File: src/rtl/core_seq_if.sv
// Host- and core-facing signal bundle of the tile instruction sequencer.
// The host (master) supplies operands and ofifo_valid; the sequencer (slave) returns inst/busy/done.
interface core_seq_if #(
  parameter int addr_w = 11,
  parameter int cnt_w  = 7
);
  logic              start;
  logic [addr_w-1:0] w_base;
  logic [addr_w-1:0] a_base;
  logic [addr_w-1:0] p_base;
  logic [cnt_w-1:0]  num_act;
  logic              acc_en;
  logic              relu_en;
  logic              ofifo_valid;
  logic [34:0]       inst;
  logic              busy;
  logic              done;

  modport master (
    output start, w_base, a_base, p_base, num_act, acc_en, relu_en, ofifo_valid,
    input  inst, busy, done
  );

  modport slave (
    input  start, w_base, a_base, p_base, num_act, acc_en, relu_en, ofifo_valid,
    output inst, busy, done
  );
endinterface

File: src/rtl/core_seq.sv
// Tile instruction sequencer: weight fetch/kernel load, activation fetch/execute, OFIFO drain to pmem.
// Every output is a register computed from the current state, so inst trails the state by one cycle.
module core_seq #(
  parameter int row    = 8,
  parameter int col    = 8,
  parameter int addr_w = 11,
  parameter int cnt_w  = 7
) (
  input logic       clk,
  input logic       reset,
  core_seq_if.slave bus
);

  localparam int CNT_W = cnt_w + 1;

  localparam int KLOAD_B = 0;
  localparam int EXEC_B  = 1;
  localparam int L0WR_B  = 2;
  localparam int L0RD_B  = 3;
  localparam int ORD_B   = 6;
  localparam int XWEN_B  = 18;
  localparam int XCEN_B  = 19;
  localparam int PWEN_B  = 31;
  localparam int PCEN_B  = 32;

  // Both memories disabled (CEN=WEN=1), everything else clear.
  localparam logic [34:0] IDLE_WORD = 35'h1_800C_0000;

  localparam logic [CNT_W-1:0] CNT_ZERO = {CNT_W{1'b0}};
  localparam logic [CNT_W-1:0] CNT_ONE  = {{(CNT_W-1){1'b0}}, 1'b1};
  localparam logic [CNT_W-1:0] COL_C    = CNT_W'(col);
  localparam logic [CNT_W-1:0] ROW_C    = CNT_W'(row);
  localparam logic [cnt_w-1:0] N_ZERO   = {cnt_w{1'b0}};
  localparam logic [cnt_w-1:0] N_ONE    = {{(cnt_w-1){1'b0}}, 1'b1};
  localparam logic [addr_w-1:0] A_ZERO  = {addr_w{1'b0}};

  typedef enum logic [2:0] {
    S_IDLE  = 3'd0,
    S_W_L0  = 3'd1,
    S_KLOAD = 3'd2,
    S_KWAIT = 3'd3,
    S_A_L0  = 3'd4,
    S_EXEC  = 3'd5,
    S_DRAIN = 3'd6,
    S_DONE  = 3'd7
  } state_e;

  state_e            state_q, state_d;
  logic [CNT_W-1:0]  cnt_q, cnt_d;
  logic [cnt_w-1:0]  rd_cnt_q, rd_cnt_d;
  logic [cnt_w-1:0]  wr_cnt_q, wr_cnt_d;
  logic [addr_w-1:0] w_base_q, w_base_d;
  logic [addr_w-1:0] a_base_q, a_base_d;
  logic [addr_w-1:0] p_base_q, p_base_d;
  logic [cnt_w-1:0]  n_q, n_d;
  logic              acc_q, acc_d;
  logic              relu_q, relu_d;
  logic [34:0]       inst_q, inst_d;
  logic              busy_q, busy_d;
  logic              done_q, done_d;

  logic [addr_w-1:0] fetch_base_s;
  logic [CNT_W-1:0]  fetch_len_s;
  logic [1:0]        flags_s;
  logic              rd_s;
  logic              wr_s;

  // Fetch cycle k of len+1: read xmem for k<len, write L0 with the word read one cycle earlier.
  function automatic logic [34:0] fetch_word(input logic [addr_w-1:0] base,
                                             input logic [CNT_W-1:0]  k,
                                             input logic [CNT_W-1:0]  len,
                                             input logic [1:0]        flags);
    logic [34:0] w;
    w            = {flags, IDLE_WORD[32:0]};
    w[XCEN_B]    = (k >= len);
    w[XWEN_B]    = 1'b1;
    w[17:7]      = (k < len) ? (base + addr_w'(k)) : A_ZERO;
    w[L0WR_B]    = (k != CNT_ZERO);
    return w;
  endfunction

  // Drain cycle: optional OFIFO pop plus optional pmem write of the previous pop.
  function automatic logic [34:0] drain_word(input logic              rd,
                                             input logic              wr,
                                             input logic [addr_w-1:0] waddr,
                                             input logic [1:0]        flags);
    logic [34:0] w;
    w         = {flags, IDLE_WORD[32:0]};
    w[ORD_B]  = rd;
    w[PCEN_B] = ~wr;
    w[PWEN_B] = ~wr;
    w[30:20]  = wr ? waddr : A_ZERO;
    return w;
  endfunction

  // Next-state, counter, operand-latch and output-word logic.
  always_comb begin
    state_d  = state_q;
    cnt_d    = cnt_q;
    rd_cnt_d = rd_cnt_q;
    wr_cnt_d = wr_cnt_q;
    w_base_d = w_base_q;
    a_base_d = a_base_q;
    p_base_d = p_base_q;
    n_d      = n_q;
    acc_d    = acc_q;
    relu_d   = relu_q;
    flags_s  = {relu_q, acc_q};
    inst_d   = {flags_s, IDLE_WORD[32:0]};
    busy_d   = 1'b1;
    done_d   = 1'b0;
    rd_s     = 1'b0;
    wr_s     = inst_q[ORD_B];
    fetch_base_s = (state_q == S_A_L0) ? a_base_q : w_base_q;
    fetch_len_s  = (state_q == S_A_L0) ? {1'b0, n_q} : COL_C;

    case (state_q)
      S_IDLE: begin
        inst_d = IDLE_WORD;
        busy_d = 1'b0;
        if (bus.start) begin
          w_base_d = bus.w_base;
          a_base_d = bus.a_base;
          p_base_d = bus.p_base;
          n_d      = bus.num_act;
          acc_d    = bus.acc_en;
          relu_d   = bus.relu_en;
          cnt_d    = CNT_ZERO;
          state_d  = S_W_L0;
        end else begin
          state_d  = S_IDLE;
        end
      end

      S_W_L0, S_A_L0: begin
        inst_d = fetch_word(fetch_base_s, cnt_q, fetch_len_s, flags_s);
        if (cnt_q == fetch_len_s) begin
          cnt_d   = CNT_ZERO;
          state_d = (state_q == S_W_L0) ? S_KLOAD : S_EXEC;
        end else begin
          cnt_d   = cnt_q + CNT_ONE;
        end
      end

      S_KLOAD: begin
        inst_d[KLOAD_B] = 1'b1;
        inst_d[L0RD_B]  = 1'b1;
        if (cnt_q == COL_C - CNT_ONE) begin
          cnt_d   = CNT_ZERO;
          state_d = S_KWAIT;
        end else begin
          cnt_d   = cnt_q + CNT_ONE;
        end
      end

      S_KWAIT: begin
        if (cnt_q == ROW_C - CNT_ONE) begin
          cnt_d   = CNT_ZERO;
          state_d = (n_q == N_ZERO) ? S_DONE : S_A_L0;
        end else begin
          cnt_d   = cnt_q + CNT_ONE;
        end
      end

      S_EXEC: begin
        inst_d[EXEC_B] = 1'b1;
        inst_d[L0RD_B] = 1'b1;
        if (cnt_q == {1'b0, n_q} - CNT_ONE) begin
          cnt_d    = CNT_ZERO;
          rd_cnt_d = N_ZERO;
          wr_cnt_d = N_ZERO;
          state_d  = S_DRAIN;
        end else begin
          cnt_d    = cnt_q + CNT_ONE;
        end
      end

      // Pops and writes overlap; leave once the write for the Nth pop goes out.
      S_DRAIN: begin
        rd_s     = bus.ofifo_valid && (rd_cnt_q < n_q);
        inst_d   = drain_word(rd_s, wr_s, p_base_q + addr_w'(wr_cnt_q), flags_s);
        rd_cnt_d = rd_cnt_q + (rd_s ? N_ONE : N_ZERO);
        if (wr_s) begin
          wr_cnt_d = wr_cnt_q + N_ONE;
          state_d  = (wr_cnt_q == n_q - N_ONE) ? S_DONE : S_DRAIN;
        end else begin
          wr_cnt_d = wr_cnt_q;
        end
      end

      S_DONE: begin
        done_d  = 1'b1;
        cnt_d   = CNT_ZERO;
        state_d = S_IDLE;
      end

      default: begin
        inst_d  = IDLE_WORD;
        busy_d  = 1'b0;
        cnt_d   = CNT_ZERO;
        state_d = S_IDLE;
      end
    endcase
  end

  // State, counters, latched operands and registered outputs.
  always_ff @(posedge clk) begin
    if (reset) begin
      state_q  <= S_IDLE;
      cnt_q    <= CNT_ZERO;
      rd_cnt_q <= N_ZERO;
      wr_cnt_q <= N_ZERO;
      w_base_q <= A_ZERO;
      a_base_q <= A_ZERO;
      p_base_q <= A_ZERO;
      n_q      <= N_ZERO;
      acc_q    <= 1'b0;
      relu_q   <= 1'b0;
      inst_q   <= IDLE_WORD;
      busy_q   <= 1'b0;
      done_q   <= 1'b0;
    end else begin
      state_q  <= state_d;
      cnt_q    <= cnt_d;
      rd_cnt_q <= rd_cnt_d;
      wr_cnt_q <= wr_cnt_d;
      w_base_q <= w_base_d;
      a_base_q <= a_base_d;
      p_base_q <= p_base_d;
      n_q      <= n_d;
      acc_q    <= acc_d;
      relu_q   <= relu_d;
      inst_q   <= inst_d;
      busy_q   <= busy_d;
      done_q   <= done_d;
    end
  end

  assign bus.inst = inst_q;
  assign bus.busy = busy_q;
  assign bus.done = done_q;

endmodule

File: src/flat_wrapper.sv
// flat-port wrapper written by rule: the top's interface ports become plain ports
module core_seq_flat 
#(
  parameter int row    = 8,
  parameter int col    = 8,
  parameter int addr_w = 11,
  parameter int cnt_w  = 7
)
  (clk, reset, bus_start, bus_w_base, bus_a_base, bus_p_base, bus_num_act, bus_acc_en, bus_relu_en, bus_ofifo_valid, bus_inst, bus_busy, bus_done);
  core_seq_if #(.addr_w(addr_w), .cnt_w(cnt_w)) bus_i ();
  input logic clk;
  input logic reset;
  input wire logic [$bits(bus_i.start)-1:0] bus_start;
  input wire logic [$bits(bus_i.w_base)-1:0] bus_w_base;
  input wire logic [$bits(bus_i.a_base)-1:0] bus_a_base;
  input wire logic [$bits(bus_i.p_base)-1:0] bus_p_base;
  input wire logic [$bits(bus_i.num_act)-1:0] bus_num_act;
  input wire logic [$bits(bus_i.acc_en)-1:0] bus_acc_en;
  input wire logic [$bits(bus_i.relu_en)-1:0] bus_relu_en;
  input wire logic [$bits(bus_i.ofifo_valid)-1:0] bus_ofifo_valid;
  output wire logic [$bits(bus_i.inst)-1:0] bus_inst;
  output wire logic [$bits(bus_i.busy)-1:0] bus_busy;
  output wire logic [$bits(bus_i.done)-1:0] bus_done;
  assign bus_i.start = bus_start;
  assign bus_i.w_base = bus_w_base;
  assign bus_i.a_base = bus_a_base;
  assign bus_i.p_base = bus_p_base;
  assign bus_i.num_act = bus_num_act;
  assign bus_i.acc_en = bus_acc_en;
  assign bus_i.relu_en = bus_relu_en;
  assign bus_i.ofifo_valid = bus_ofifo_valid;
  assign bus_inst = bus_i.inst;
  assign bus_busy = bus_i.busy;
  assign bus_done = bus_i.done;
  core_seq #(.row(row), .col(col), .addr_w(addr_w), .cnt_w(cnt_w)) u_core (.clk(clk), .reset(reset), .bus(bus_i));
endmodule
File: config.mk
export PLATFORM = sky130hd
export DESIGN_NAME = core_seq_flat
export DESIGN_NICKNAME = d
export VERILOG_FILES = /design/src/rtl/core_seq_if.sv /design/src/rtl/core_seq.sv /design/src/flat_wrapper.sv
export SDC_FILE = /design/constraint.sdc
export NUM_CORES = 1
export LEC_CHECK = 0
export CAP_MARGIN = 20
export CORE_MARGIN = 2
export CORE_UTILIZATION = 46
export CTS_CLUSTER_DIAMETER = 150
export DETAILED_ROUTE_END_ITERATION = 7
export GPL_TIMING_DRIVEN = 1
export PLACE_DENSITY_LB_ADDON = 0.3
export SYNTH_ARGS = -nofsm -noshare
export SYNTH_HDL_FRONTEND = slang
export SYNTH_SLANG_ARGS = --single-unit
File: constraint.sdc
create_clock -name clk -period 4.8 [get_ports clk]
set_clock_uncertainty 0.05 [all_clocks]
set_input_delay 0.96 -clock clk [delete_from_list [all_inputs] [get_ports clk]]
set_output_delay 0.96 -clock clk [all_outputs]
set_load 0.01 [all_outputs]
* Word-level counts from Yosys, hierarchy flattened
Index checks and enable logic that the tools add are counted.
Cells by class: divide/modulo/power cells 0, equality and inequality tests 17, $add $sub $neg 7, shifts and indexed selects 0, muxes and demuxes 30, bitwise logic cells 2, magnitude comparators 3, reductions and logical operators 15, multiply operators 0
Operator list (number):
- $pmux 31 s3 | 1
- $pmux 8 s5 | 1
- $mux 11 | 3
- $mux 8 | 4
- $pmux 7 s2 | 2
- $mux 7 | 3
- $pmux 3 s7 | 1
- $mux 3 | 6
- $eq 8x8->1 | 2
- $eq 3x3->1 const B | 4
- $add 11x7->11 | 1
- $add 11x8->11 | 1
- $ne 2x1->1 const B | 5
- $add 8x1->8 const B | 1
- $eq 8x3->1 const B | 1
- $ge 8x8->1 | 1
- $lt 8x8->1 | 1
- $mux 1 | 8
- $reduce_bool 8->1 | 1
- $reduce_or 2->1 | 4
- $sub 7x1->8 const B | 1
- $add 7x1->7 const B | 1
- $add 7x7->7 | 1
- $eq 7x7->1 | 1
- 15 further kinds | 19
Storage, ports and cells: memory bits (writable) 0, bits in latches 0, bits in read-only memories 0, output and inout port bits 37, bits in registers 104, logic and storage cells 88, input bits 46, memories kept 0

* Longest topological paths before layout
word-level depth 5, depth in mapped cells 14, mapped depth without buffers 14

* Worst setup path after synthesis
OpenSTA, ideal clock, no wires.
path type reg2reg, from reg u_core.state_q[0], to reg u_core.inst_q[15] (netlist: u_core.bus.inst[15]), period minus slack after synthesis 3.958 ns, arrival time 3.837 ns, setup slack 0.842 ns, stages on the path, launching flop included 14, path through dfxtp_1 -> clkbuf_1 -> or2_2 -> clkbuf_1 -> nor2_1 -> clkbuf_1 -> mux2_2 -> ha_1 -> a21o_1 -> a21o_1 -> a21o_1 -> a2111oi_0 -> o21ai_0 -> a21oi_1
On the way: longest elaborated chain between the ends 5, elaborated cells on any way between the ends 11
Ends and longest elaborated chain:
- start: declaration | line core_seq.sv:48 | state_e state_q, state_d;
- start signal: assignment | line core_seq.sv:223 | state_q <= state_d;
- $eq 3x3->1 | line core_seq.sv:114, core_seq.sv:115, core_seq.sv:117
- $mux 11 / $mux 7 (equally long branches) | line core_seq.sv:114, core_seq.sv:115
- $add 11x8->11 / $lt 8x8->1 (equally long branches) | line core_seq.sv:77 | w[17:7] = (k < len) ? (base + addr_w'(k)) : A_ZERO;
- $mux 11 | line core_seq.sv:77
- $pmux 31 s3 (*) | line core_seq.sv:117 | case (state_q)
- end signal: assignment | line core_seq.sv:233 | inst_q <= inst_d;
- end: declaration | line core_seq.sv:58 | logic [34:0] inst_q, inst_d;
Every way passes the cells marked *; elsewhere a longest branch is shown, timed or not. A chain may end at the register's enable or synchronous reset.

* Worst setup path after layout
from reg u_core.state_q[2], to reg u_core.inst_q[15] (netlist: u_core.bus.inst[15])
Same word-level chain as after synthesis.

==> results.ini <==
[power_and_ir_drop]
p_per_area_mw_per_mm2=420.5
vdd_ir_drop_max_mv=0.2292
power_mw=2.692
p_switching_uw=939.5
leakagePower_nw=2.431
switching_share_pct=34.90
internal_power_mw=1.753
combPwrFrac_pct=32.4
pwr-share-seq_pct=38.4
clkPwrFrac_pct=29.2

[floorplanning]
die-height_um=111.0
die_area_mm2=0.01231
start_util_pct=46.70
rows=39
pin_count=83
die_w_um=111.0
core_area_mm2=0.01127

[sta]
setup_slack_ns=0.6232
tightest_slew_ns=0.9735
final_hold_viol_count=0
tns_ns=0
setup_viol=0
slew-limit-headroom_pct=33.42
slew_violations=0
finalCriticalPeriod_ns=4.177
finalCritPeriodShare_pct=87.02
max_freq_ghz=0.2394
rsz0062_at_grt=false

[finish]
fin_cells=844
seqCellArea_mm2=0.002002
drive_above_1_share_pct=5.991
area_delta_synth_final_pct=21.63
layout.nets=780
postLayoutCoreUtil_pct=56.80
multi_input_area_mm2=0.003004
nFillCells=1007
antenna_cells=0

[placed_design]
gp_congestion=0.9050
dpl.cell_count=828
post-dp-hpwl_mm=9.250
portBuffers=79
place_ws_ns=0.7704

[cts]
cts_setup_buffers=0
cts_buffer_depth=2
cts_resized=0
clockRootBuffer=clkbuf_16
clk_pin_slew_worst_paths_ns=0.06
cts_tree=done
cts_max_level=3
numClockSinks=100
ctsHoldBuffers=0
clock_insertion_delay_worst_skew_ns=0.36
cts_buffers=9

[routing]
vias_per_cell=5.518
drc_errors=0
ant_nets=0
wl_per_cell_um=15.11
drt_iter0_markers=206
vias=4657
routed_wl_mm=12.75
drtPass1Iterations=4

[yosys]
ys_seq_elements=100
synth_area_mm2=0.005264
yosys-top-cells-count=nand2_1, dfxtp_1, a21oi_1
ys_warn_count=0
synth-main-ff-cell=dfxtp_1
synth_cell_types=63
yosysMostFrequentCell=nand2_1
synth_top_area_share_pct=38.03
synthArstFlopShare_pct=0
yosys.area.top_type=dfxtp_1
synth.area.top_cells=dfxtp_1, nand2_1, ha_1
synth_enable_flop_cells=0
netlist_instances=640
synth.avg_cell_area_um2=8.225
ys_seq_area_share_pct=38.03

[grt]
use_met3_pct=3.718
antenna_found_initial=0
grt_overflow=0
grt_start_max_net_pins=63
grtUsageMet2_pct=35.58
grtUsageMet1_pct=27.85
grt_pass1_vias=4588
track_usage_pct=21.39
top_usage_layer=met2
grt_pass1_wl_mm=21.61

[worst_hold_path]
min_path_type=reg2reg

[worst_setup_path]
path_cells=clkinv_1, nor2_1, buf_4, mux2_2, ha_1, fa_1, a21o_1, a21o_1, a21o_1, a2111oi_0, o21ai_0, a21oi_1
regToRegSetupSlack_ns=0.62
end_kind=flop
path_buf_inv=2
crit_fanout=18
worstSetupStartpointType=flop
path_class=reg2reg
cp_top_family=compound AO/OA/AOI/OAI gates
slowest_stage=a2111oi_0
required_ns=5.03
critical-path-max-stage-delay_ns=0.88
arrival_ns=4.40
crit_top_cell=a21o_1

[job]
max_cap_viol_count=0

[outcome]
status=completed

[routing by layer]
| metal | vias to the layer above | routed length [µm] |
|---|---|---|
| met5 | - | 0 |
| met4 | 0 | 235 |
| met3 | 17 | 576 |
| met2 | 112 | 6020 |
| met1 | 2210 | 5916 |
| li1 | 2318 | - |
[path summary, 6_finish.rpt]
check                               endpoint                            start  cells past startpoint
max reg2reg   u_core.bus.inst[15]$_SDFF_PP0_   u_core.state_q[2]$_SDFFE_PP0P_                     12
max           u_core.bus.inst[15]$_SDFF_PP0_   u_core.state_q[2]$_SDFFE_PP0P_                     12
min reg2reg  u_core.a_base_q[0]$_SDFFE_PP0P_  u_core.a_base_q[0]$_SDFFE_PP0P_                      2
min          u_core.a_base_q[0]$_SDFFE_PP0P_  u_core.a_base_q[0]$_SDFFE_PP0P_                      2
[cell usage in the layout (no fill, tap or decap), types with 7 or more instances in the layout]
master and n:
a21o_1 10, nand2_1 122, nand4_1 7, ha_1 36
nor3_1 17, clkdlybuf4s50_1 78, and3_1 7, xor2_1 13
xnor2_1 27, nor2_1 41, clkbuf_16 9, dfxtp_1 100
inv_1 19, o21ai_0 11, a21oi_1 69, nand3_1 19
a31oi_1 7, mux2_2 8
[cell families (layout without fill, tap and decap cells)]
logic type	count (synthesis)	in the layout	synth area share (%)
other	2	3	0.1427
adders and majority gates	38	38	9.318
buffers and inverters	59	119	4.968
and+or+nand+nor	251	251	21.77
muxes	11	11	2.282
AOI/OAI and AO/OA	139	139	16.83
DFF	100	100	38.03
xor gates and xnor gates	40	40	6.656
[power by group through the flow]
stage,clock network (mW),registers (mW),logic (mW)
after floorplan,0,0.997,0.680
after global placement,0,1.05,0.844
after detailed placement,0,1.05,0.866
after CTS,0.804,1.03,0.874
after global routing,0.838,1.05,0.983
final,0.786,1.03,0.873
[flip-flops by register name (all words and copies together) (netlist names)]
| signal | cells |
|---|---|
| u_core.cnt_q | 8 |
| u_core.state_q | 3 |
| u_core.bus.busy | 1 |
| u_core.wr_cnt_q | 7 |
| u_core.rd_cnt_q | 7 |
| u_core.n_q | 7 |
| u_core.p_base_q | 11 |
| u_core.bus.inst | 31 |
| u_core.bus.done | 1 |
| u_core.a_base_q | 11 |
| u_core.w_base_q | 11 |
| u_core.relu_q | 1 |
| u_core.acc_q | 1 |
[stage by stage]
| step | hold slack (ns) | area [µm²] |
|---|---|---|
| after floorplan | 0.3796 | 5268 |
| after global placement | 0.3903 | 6076 |
| after detailed placement | 0.3929 | 6076 |
| after CTS | 0.4058 | 6402 |
| after global routing | 0.4289 | 6402 |
| final | 0.4029 | 6402 |
[cell type report]
type | count | share of cell area [%]
clock buffer | 10 | 3.733
clock inverter | 6 | 1.368
inverter | 20 | 1.173
multi-input combinational | 482 | 46.92
sequential | 100 | 31.27
tap | 143 | 2.795
timing repair buffer | 83 | 12.74
[worst min-delay path, cell delays in order (launching register included)]
cell     delay (ns)
dfxtp_1        0.31
nand2_1        0.05
a21oi_1        0.05
Note: power is estimated with default switching activity, not from simulation.
